## config.mk

```make
export PLATFORM = sky130hd
export DESIGN_NAME = psg_sn_core
export DESIGN_NICKNAME = d
export VERILOG_FILES = /design/src/rtl/psg_sn_core.sv
export SDC_FILE = /design/constraint.sdc
export NUM_CORES = 1
export LEC_CHECK = 0
export ABC_CLOCK_PERIOD_IN_PS = 4800
export CORE_MARGIN = 1.5
export CORE_UTILIZATION = 57
export CTS_CLUSTER_SIZE = 40
export DETAILED_ROUTE_END_ITERATION = 8
export PLACE_DENSITY = 0.8
export SYNTH_ARGS = -nofsm -noshare
export SYNTH_HDL_FRONTEND = slang
export SYNTH_SLANG_ARGS = --single-unit
```

## constraint.sdc

```tcl
create_clock -name clk -period 4.8 [get_ports clk]
set_clock_uncertainty 0.15 [all_clocks]
set_input_delay 1.2 -clock clk [delete_from_list [all_inputs] [get_ports clk]]
set_output_delay 1.2 -clock clk [all_outputs]
set_load 0.005 [all_outputs]
```

## src/rtl/psg_sn_core.sv

```systemverilog
// SN76489-compatible sound generator: three square-wave tones, one LFSR noise
// channel, 2 dB-step attenuation, a latch/data byte-write port and a saturating mixer.
module psg_sn_core #(
    parameter int CLOCK_DIV           = 16,
    parameter int FREQ_BITS           = 10,
    parameter int CHANNEL_OUTPUT_BITS = 8,
    parameter int MASTER_OUTPUT_BITS  = 8,
    parameter int LFSR_BITS           = 15,
    parameter int WHITE_TAP           = 1,
    parameter int BUSY_CYCLES         = 4
) (
    input  logic                          clk,
    input  logic                          rst_n,
    input  logic [7:0]                    data_in,
    input  logic                          we,
    output logic                          ready,
    output logic [MASTER_OUTPUT_BITS-1:0] audio_out,
    output logic                          tick
);

    localparam int PRE_W  = (CLOCK_DIV > 1) ? $clog2(CLOCK_DIV) : 1;
    localparam int BUSY_W = $clog2(BUSY_CYCLES + 1);
    localparam int SUM_W  = CHANNEL_OUTPUT_BITS + 2;

    localparam logic [LFSR_BITS-1:0] LFSR_SEED = {1'b1, {(LFSR_BITS-1){1'b0}}};
    localparam logic [PRE_W-1:0]     PRE_LAST  = PRE_W'(CLOCK_DIV - 1);
    localparam logic [FREQ_BITS-1:0] ONE       = FREQ_BITS'(1);
    localparam logic [SUM_W-1:0]     SAT_LIMIT = SUM_W'((1 << CHANNEL_OUTPUT_BITS) - 1);

    function automatic logic [FREQ_BITS-1:0] reload_of(input logic [FREQ_BITS-1:0] period);
        return (period <= ONE) ? '0 : period - ONE;
    endfunction

    function automatic logic [FREQ_BITS-1:0] noise_period(input logic [1:0]           rate,
                                                          input logic [FREQ_BITS-1:0] tone2);
        logic [FREQ_BITS-1:0] p;
        case (rate)
            2'd0:    p = FREQ_BITS'(16);
            2'd1:    p = FREQ_BITS'(32);
            2'd2:    p = FREQ_BITS'(64);
            default: p = tone2;
        endcase
        return p;
    endfunction

    function automatic logic [7:0] attn_table(input logic [3:0] a);
        logic [7:0] v;
        case (a)
            4'd0:    v = 8'd255;
            4'd1:    v = 8'd203;
            4'd2:    v = 8'd161;
            4'd3:    v = 8'd128;
            4'd4:    v = 8'd102;
            4'd5:    v = 8'd81;
            4'd6:    v = 8'd64;
            4'd7:    v = 8'd51;
            4'd8:    v = 8'd40;
            4'd9:    v = 8'd32;
            4'd10:   v = 8'd25;
            4'd11:   v = 8'd20;
            4'd12:   v = 8'd16;
            4'd13:   v = 8'd13;
            4'd14:   v = 8'd10;
            default: v = 8'd0;
        endcase
        return v;
    endfunction

    logic [PRE_W-1:0]     pre_cnt;
    logic [BUSY_W-1:0]    busy_cnt;
    logic                 accept;

    logic [FREQ_BITS-1:0] freq     [3];
    logic [FREQ_BITS-1:0] freq_nxt [3];
    logic [3:0]           attn     [4];
    logic [3:0]           attn_nxt [4];
    logic [2:0]           noise_ctrl, noise_ctrl_nxt;
    logic [2:0]           latched_reg, latched_nxt;
    logic                 noise_write;

    logic [FREQ_BITS-1:0] tone_cnt [3];
    logic [2:0]           tone_out;

    logic [FREQ_BITS-1:0] noise_cnt;
    logic [FREQ_BITS-1:0] per_old, per_new;
    logic                 noise_run, noise_tog, noise_shift;
    logic [LFSR_BITS-1:0] lfsr;
    logic                 feedback;

    logic [3:0]                     ch_on;
    logic [CHANNEL_OUTPUT_BITS-1:0] vol [4];
    logic [SUM_W-1:0]               sum;

    assign tick = (pre_cnt == PRE_LAST);

    always_ff @(posedge clk or negedge rst_n) begin
        if (!rst_n) begin
            pre_cnt <= '0;
        end else if (tick) begin
            pre_cnt <= '0;
        end else begin
            pre_cnt <= pre_cnt + PRE_W'(1);
        end
    end

    assign ready  = (busy_cnt == '0);
    assign accept = we && ready;

    always_ff @(posedge clk or negedge rst_n) begin
        if (!rst_n) begin
            busy_cnt <= '0;
        end else if (accept) begin
            busy_cnt <= BUSY_W'(BUSY_CYCLES);
        end else if (!ready) begin
            busy_cnt <= busy_cnt - BUSY_W'(1);
        end
    end

    // Byte decode: latch bytes retarget and load the low nibble, data bytes use the stored target.
    always_comb begin
        freq_nxt       = freq;
        attn_nxt       = attn;
        noise_ctrl_nxt = noise_ctrl;
        latched_nxt    = latched_reg;
        noise_write    = 1'b0;
        if (accept) begin
            if (data_in[7]) begin
                latched_nxt = data_in[6:4];
                if (data_in[4]) begin
                    attn_nxt[data_in[6:5]] = data_in[3:0];
                end else if (data_in[6:5] != 2'd3) begin
                    freq_nxt[data_in[6:5]][3:0] = data_in[3:0];
                end else begin
                    noise_ctrl_nxt = data_in[2:0];
                    noise_write    = 1'b1;
                end
            end else begin
                if (latched_reg[0]) begin
                    attn_nxt[latched_reg[2:1]] = data_in[3:0];
                end else if (latched_reg[2:1] != 2'd3) begin
                    freq_nxt[latched_reg[2:1]][FREQ_BITS-1:4] = data_in[5:0];
                end else begin
                    noise_ctrl_nxt = data_in[2:0];
                    noise_write    = 1'b1;
                end
            end
        end
    end

    always_ff @(posedge clk or negedge rst_n) begin
        if (!rst_n) begin
            for (int i = 0; i < 3; i++) freq[i] <= '0;
            for (int i = 0; i < 4; i++) attn[i] <= 4'hF;
            noise_ctrl  <= '0;
            latched_reg <= '0;
        end else begin
            for (int i = 0; i < 3; i++) freq[i] <= freq_nxt[i];
            for (int i = 0; i < 4; i++) attn[i] <= attn_nxt[i];
            noise_ctrl  <= noise_ctrl_nxt;
            latched_reg <= latched_nxt;
        end
    end

    // Run/stop and step decisions use the current period; reloads pick up a same-cycle write.
    always_ff @(posedge clk or negedge rst_n) begin
        if (!rst_n) begin
            for (int i = 0; i < 3; i++) tone_cnt[i] <= '0;
            tone_out <= 3'b111;
        end else if (tick) begin
            for (int i = 0; i < 3; i++) begin
                if (freq[i] <= ONE) begin
                    tone_out[i] <= 1'b1;
                    tone_cnt[i] <= '0;
                end else if (tone_cnt[i] == '0) begin
                    tone_out[i] <= ~tone_out[i];
                    tone_cnt[i] <= reload_of(freq_nxt[i]);
                end else begin
                    tone_cnt[i] <= tone_cnt[i] - ONE;
                end
            end
        end
    end

    assign per_old     = noise_period(noise_ctrl[1:0], freq[2]);
    assign per_new     = noise_period(noise_ctrl_nxt[1:0], freq_nxt[2]);
    assign noise_run   = (per_old > ONE);
    assign noise_shift = tick && noise_run && (noise_cnt == '0) && !noise_tog;

    always_ff @(posedge clk or negedge rst_n) begin
        if (!rst_n) begin
            noise_cnt <= '0;
            noise_tog <= 1'b0;
        end else if (tick) begin
            if (!noise_run) begin
                noise_cnt <= '0;
            end else if (noise_cnt == '0) begin
                noise_tog <= ~noise_tog;
                noise_cnt <= reload_of(per_new);
            end else begin
                noise_cnt <= noise_cnt - ONE;
            end
        end
    end

    assign feedback = noise_ctrl[2] ? (lfsr[0] ^ lfsr[WHITE_TAP]) : lfsr[0];

    // A noise-control write reseeds, and an all-zero register could never recover by shifting.
    always_ff @(posedge clk or negedge rst_n) begin
        if (!rst_n) begin
            lfsr <= LFSR_SEED;
        end else if (noise_write || (lfsr == '0)) begin
            lfsr <= LFSR_SEED;
        end else if (noise_shift) begin
            lfsr <= {feedback, lfsr[LFSR_BITS-1:1]};
        end
    end

    assign ch_on = {lfsr[0], tone_out};

    always_comb begin
        logic [7:0] scaled;
        scaled = '0;
        for (int i = 0; i < 4; i++) begin
            scaled = attn_table(attn[i]) >> (8 - CHANNEL_OUTPUT_BITS);
            vol[i] = ch_on[i] ? scaled[CHANNEL_OUTPUT_BITS-1:0] : '0;
        end
    end

    assign sum = SUM_W'(vol[0]) + SUM_W'(vol[1]) + SUM_W'(vol[2]) + SUM_W'(vol[3]);

    always_ff @(posedge clk or negedge rst_n) begin
        if (!rst_n) begin
            audio_out <= '0;
        end else if (sum > SAT_LIMIT) begin
            audio_out <= '1;
        end else begin
            audio_out <= sum[CHANNEL_OUTPUT_BITS-1 -: MASTER_OUTPUT_BITS];
        end
    end

endmodule

```

# Word level (Yosys, flattened, before mapping)
# Memories as Yosys holds them, arrays and structs flattened.
# Cells that the tools add are included.
totals:
  mem_bits_rw: 0
  latch_bits: 0
  output_inout_bits: 10
  word_cells: 164
  ff_bits: 126
  input_bits: 11
  romBits: 512
  n_memories: 4
memory_table:
  columns: ["name", "depth", "width", "read_ports", "rd_ports_with_merged_regs", "wr", "line_no", "text"]
  rows:
  - ["(name not given)", 16, 8, 1, 0, 0, "48", "case (a)"]
  - ["(name not given)", 16, 8, 1, 0, 0, "48", null]
  - ["(name not given)", 16, 8, 1, 0, 0, "48", null]
  - ["(name not given)", 16, 8, 1, 0, 0, "48", null]
op_classes:
  add_sub_neg: 13
  muxes: 64
  n_eq_ne: 13
  shift: 0
  n_div: 0
  reduce_logical: 28
  n_mul: 0
  n_lt_le_gt_ge: 13
  bitwise: 7
ops:
  columns: ["operator", "n"]
  rows:
  - ["2-to-1 mux 30 bit", 6]
  - ["2-to-1 mux 10 bit", 13]
  - ["subtractor 10 x 1 -> 10 bit (second input constant)", 8]
  - ["less-or-equal comparator 10 x 1 -> 1 bit (second input constant)", 7]
  - ["bitwise mux 30 bit", 2]
  - ["one-hot mux 10 bit (3 select lines)", 2]
  - ["2-to-1 mux 16 bit", 3]
  - ["demux 10 bit (select 2 bit)", 2]
  - ["logical NOT 10 bit", 4]
  - ["2-to-1 mux 8 bit", 5]
  - ["bitwise mux 16 bit", 2]
  - ["2-to-1 mux 15 bit", 2]
  - ["2-to-1 mux 3 bit", 7]
  - ["demux 4 bit (select 2 bit)", 2]
  - ["2-to-1 mux 4 bit", 4]
  - ["logical NOT 15 bit", 1]
  - ["!= test 2 bit (second input constant)", 7]
  - ["2-to-1 mux 1 bit", 13]
  - ["adder 10 x 8 -> 10 bit", 1]
  - ["adder 9 x 8 -> 10 bit", 1]
  - ["> comparator 10 x 1 -> 1 bit (second input constant)", 1]
  - ["> comparator 10 x 8 -> 1 bit (second input constant)", 1]
  - ["nonzero test 2 bit", 5]
  - ["adder 8 x 8 -> 9 bit", 1]
  - ["other kinds (20)", 38]

# Logic depth before layout (Yosys ltp)
depth:
  depth_word: 15
  depth_mapped: 18
  depth_no_buf: 17

# Least setup slack after synthesis
# OpenSTA, ideal clock, no wires.
synth_timing:
  kind: "reg-to-reg"
  start: "reg attn[3] (netlist name)"
  end: "reg audio_out[6]"
  slack_ns: 0.187
  synth_period_minus_slack_ns: 4.613
  setup_ns: 0.147
  required_ns: 4.503
  path_buffers: 2
  path_stages_with_launch: 17
  t_arrival_ns: 4.316
  cell_sequence: "dfstp_2 > clkbuf_1 > clkbuf_1 > nor2_1 > a21oi_1 > a21oi_1 > fa_1 > fa_1 > ha_1 > fa_1 > a21o_1 > a21oi_1 > o21bai_1 > a21oi_1 > nand3_1 > a211oi_1 > nand2_1"
synth_between:
  elab_chain_cells: 5
synth_lines:
  columns: ["item", "line_no", "text"]
  rows:
  - ["start: declaration", "75", "logic [3:0] attn [4];"]
  - ["memory (16 x 8 bit) *", null, null]
  - ["2-to-1 mux 8 bit *", "225", "vol[i] = ch_on[i] ? scaled[CHANNEL_OUTPUT_BITS-1:0] : '0;"]
  - ["adder 10 x 8 -> 10 bit *", "229", "assign sum = SUM_W'(vol[0]) + SUM_W'(vol[1]) + SUM_W'(vol[2]) + SUM_W'(vol[3]);"]
  - ["> comparator 10 x 8 -> 1 bit", "234", "end else if (sum > SAT_LIMIT) begin"]
  - ["2-to-1 mux 8 bit *", "234", null]
  - ["end signal: assignment", "237", "audio_out <= sum[CHANNEL_OUTPUT_BITS-1 -: MASTER_OUTPUT_BITS];"]
  - ["end: declaration", "17", "output logic [MASTER_OUTPUT_BITS-1:0] audio_out,"]
# Every way passes the cells marked *; elsewhere a longest branch is shown, timed or not.
# A chain may end at the register's enable or synchronous reset.

# Final worst setup path
layout_timing:
  start: "reg attn[1] (netlist name)"
  end: "reg audio_out[6]"
# Same word-level chain as after synthesis.

==> results.md <==
- The wire length per cell after detailed routing is 16.53 µm.
- The clock-pin slew reported for the worst setup and hold paths after clock tree synthesis is approximately 0.050 ns.
- After Yosys synthesis, and, or, nand and nor cells account for between 10% and 20% of the synthesized area.
- Once layout is complete, the cells apart from fillers number between 1k and 1.5k.
- Entering global routing, the biggest net connects about 70 pins.
- At the pin with the least slew margin, the transition time is between 0.8 and 0.9 ns.
- The average cell area after synthesis is 8.951 µm².
- The worst relative slew slack is 41.78%.
- The final count of pins violating max slew is 0.
- The number of distinct library cells after synthesis is 85.
- Yosys printed 0 warnings.
- The flow ran to the end, and the final reports show no timing, DRC or antenna violations.
- The start point of the critical path is attn[1].
- The data arrival time of the critical path is 4.62 ns.
- The cell type with the largest total area after synthesis is dfrtp_1.
- The top flip-flop cell by instance count after synthesis is dfrtp_1.
- Dividing total power by cell area gives a power density of around 800 mW/mm².
- The area enclosed by the die boundary is about 0.016 mm².
- The via density per instance is between 6 and 7.
- The top-area cell type share of the netlist area is between 20 and 30%.
- Relative to the synthesized area, the layout overhead comes to 11.83%.
- In this run the critical register-to-register path is launched from attn[1].
- Counting instances, the worst hold path has a depth of 1.
- The endpoint of the most critical register-to-register path is audio_out[6].
- The maximum clock path buffer count is 2.
- The slowest stage of the critical path belongs to the cell dfstp_2.
- Ranked by instance count, the synthesized netlist is headed by dfrtp_1 (106), nor2_1 (92), nand2_1 (91).
- The buffer and inverter count on the worst path is 2.
- The count of routing violations after the opening detailed-route iteration is 563.
- Detailed placement finished with a half-perimeter wire length of 14420 µm.
- In the final layout, the registers with the most flip-flops are freq (30), tone_cnt (30), attn (16).
- By area, the combinational part of the netlist is dominated by simple AND/OR/NAND/NOR gates.
- The die is roughly 130 µm wide.
- The worst supply voltage drop on vdd is 0.0005840 V.
- The clock network latency to the later pin of the worst-skew pair is approximately 0.43 ns.
- The overall power is ~8.1 mW.
- Data on the critical path is required at its endpoint by roughly 5 ns.
- In the final layout, the share of cells above drive strength 1 is between 10% and 20%.
- The startpoint-to-endpoint class of the critical path is reg -> reg.
- The initial antenna violation count is 0.
- The static leakage is ~4.5 nW.
- The final worst-path cycle share is about 93%.
- The site row count is 45.
- In this run the register-to-register setup slack is approximately 0.33 ns.
- Summed over all layers, the global routing overflow is 0.
- TritonCTS built the clock tree.
- The global placement routability congestion is 0.8731.
- In this run the tool buffered the top-level ports with 20 buffer cells.
- The master cell of the clock root buffer is clkbuf_16.
- The path with the worst hold slack has its endpoint at pre_cnt[0].
- The final layout contains roughly 1.1k nets.
- The count of cells along the worst register-to-register path is 17.
- Setup violations remaining at the end of the flow were counted as 0.
- The kind of start point of the critical path is a flop.
- In the post-synthesis netlist, the biggest area contributors are dfrtp_1 (30%), ha_1 (6.3%), dfstp_2 (5.9%).
- The first-pass iteration count of the detailed router is 5.
- The min-delay analysis places its worst path in the category reg -> reg.
- The max capacitance violation total is 0.
- Counting every instance in the synthesized netlist gives roughly 990.
- The final hold violation count is 0.
- The number of nets handed over by synthesis was 1066.
- The first-pass GRT wire length is between 30000 and 40000 µm.
- The number of enable flip-flop cells after synthesis is 0.
- In this run the cell area of the synthesized design comes to between 0.008 and 0.009 mm².
- The detail route stage leaves a number of antenna-violating nets equal to 0.
- The post-synthesis compound-gate area fraction is between 10% and 20%.
- Setup repair after global routing left no endpoint under its margin.
- The placeable core region is 0.01520 mm².
- Traced cell by cell, the critical path runs through inv_1 -> ha_1 -> nor2_1 -> a21oi_1 -> a21oi_2 -> fa_1 -> fa_1 -> ha_1 -> fa_1 -> a21o_1 -> a21oi_2 -> o21bai_1 -> a21oi_2 -> nand3_1 -> a211oi_1 -> buf_4 -> nand2_1.
- The die boundary height is ~130 µm.
- The flip-flop and latch count after synthesis is about 130.
- For this design, the sink count on the clock tree is between 100 and 150.
- The proportion of synthesized chip area in sequential cells is a little over a third.
- The routed design has roughly 20000 µm of wire.
- The xor and xnor area share after synthesis is 2.559%.
- For this run, design rule violations remaining after detail routing come to 0.
- The initial utilization of the core area, before any placement, comes to 58.53%.
- The number of I/O pins is 21.
- The global-route usage over all layers is about a quarter.
- The sum of negative setup slack is 0 ns.
- dfrtp_1 is the most common cell in the netlist.
- The startpoint of the most critical hold path is pre_cnt[0].
- The gate family responsible for the most delay along the worst path is adder cells.
- Hold repair after CTS inserted 0 buffers.
- The CTS H-tree depth is 4.
- The antenna diode count is 0.
- The via count of the first global-routing pass is approximately 7k.
- Of all nets on the critical path, the largest fanout is 8.
- The fmax is 0.2239 GHz.
- The number of placed instances, taps included is 1179.
- In the synthesized netlist, mux cells make up between 9 and 10% of the area.
- The number of vias in the routed layout is 7324.
- Buffers inserted during clock tree synthesis total 17.
- The stage delay of the slowest cell on the critical path is slightly below 0.6 ns.
- The minimum clock period is roughly 4.5 ns.
- The sort of element at the end of the critical path is a flop.
- Of the total synthesized cell area, the portion taken by full adders, half adders and majority gates is under 10%.
- The share of synthesized flip-flops with an asynchronous set or reset is 100.0%.
==> layer usage <==
layer	share of wire, %	routed length (µm)	GRT usage, %
met1	46	9159	34.37
met5	0	0	0
met2	47	9481	42.73
met4	2.4	474	10.18
met3	4.5	900	4.883
==> cell type report <==
class,instances,area (µm²)
well taps,188,235.2
inverters,72,270.3
clock inverters,11,165.2
flip-flops and latches,126,3178
clock buffers,21,450.4
repair buffers,45,397.9
fillers,1190,5253
multi-input cells,748,5253
==> worst max-delay path by stage <==
| stage | slack (ns) | cells after the start | end |
|---|---|---|---|
| after global placement | 0.32 | 11 | noise_cnt[7] |
| after detailed placement | 0.22 | 11 | noise_cnt[7] |
| after CTS | 0.19 | 17 | audio_out[6] |
| after global routing | 0.01 | 18 | audio_out[2] |
| after floorplan | 0.19 | 16 | audio_out[6] |
| final | 0.33 | 17 | audio_out[6] |
==> cells in the final DEF, fill, tap and decap left out, types with 8 or more instances in the layout <==
master and count:
mux2i_1 36, nand2b_1 11, nor2_1 92, o21ai_0 72, mux2_2 36, a21oi_1 68, o22ai_1 8, nor3_1 26
nor3b_1 8, dfstp_2 20, a211oi_1 17, dfrtp_1 106, or3_1 10, clkdlybuf4s50_1 19, xnor2_1 20, clkbuf_16 17
nor2b_1 9, ha_1 45, nand2_1 91, nor4_1 12, nand3_1 24, a31oi_1 15, fa_1 16, buf_4 25
inv_1 71
==> cells by family (layout without fill, tap and decap cells) <==
| logic type | Yosys count | count (layout) |
|---|---|---|
| multiplexers | 76 | 76 |
| adder cells (fa/ha/maj) | 61 | 61 |
| flip-flops | 126 | 126 |
| XOR/XNOR | 26 | 26 |
| AND/OR/NAND/NOR | 331 | 331 |
| buffers and inverters | 120 | 149 |
| AO/OA/AOI/OAI | 254 | 254 |
==> power by group <==
group          switching, mW  internal [mW]  total [mW]
logic                   2.64           2.07        4.71
registers              0.457           1.54        2.00
clock network          0.472          0.879        1.35
total                   3.57           4.49        8.06
==> metrics by stage <==
| stage | util [%] | worst slack [ns] | hold WS, ns | cell area, µm² |
|---|---|---|---|---|
| 6_report | 65.45 | 0.3334 | 0.3427 | 9950 |
| 5_1_grt | 65.45 | 0.01361 | 0.3668 | 9950 |
| 4_1_cts | 65.37 | 0.1942 | 0.3495 | 9938 |
| 3_5_place_dp | 61.33 | 0.2151 | 0.3378 | 9323 |
| 3_3_place_gp | 61.33 | 0.3154 | 0.3273 | 9323 |
| 2_1_floorplan | - | 0.1871 | 0.3002 | 8897 |
==> timing repair <==
| action | CTS | global route |
|---|---|---|
| gates resized for setup | 0 | 3 |
| buffers inserted | 0 | 0 |
| setup endpoints to repair | 0 | 8 |
Note: power is estimated with default switching activity, not from simulation.
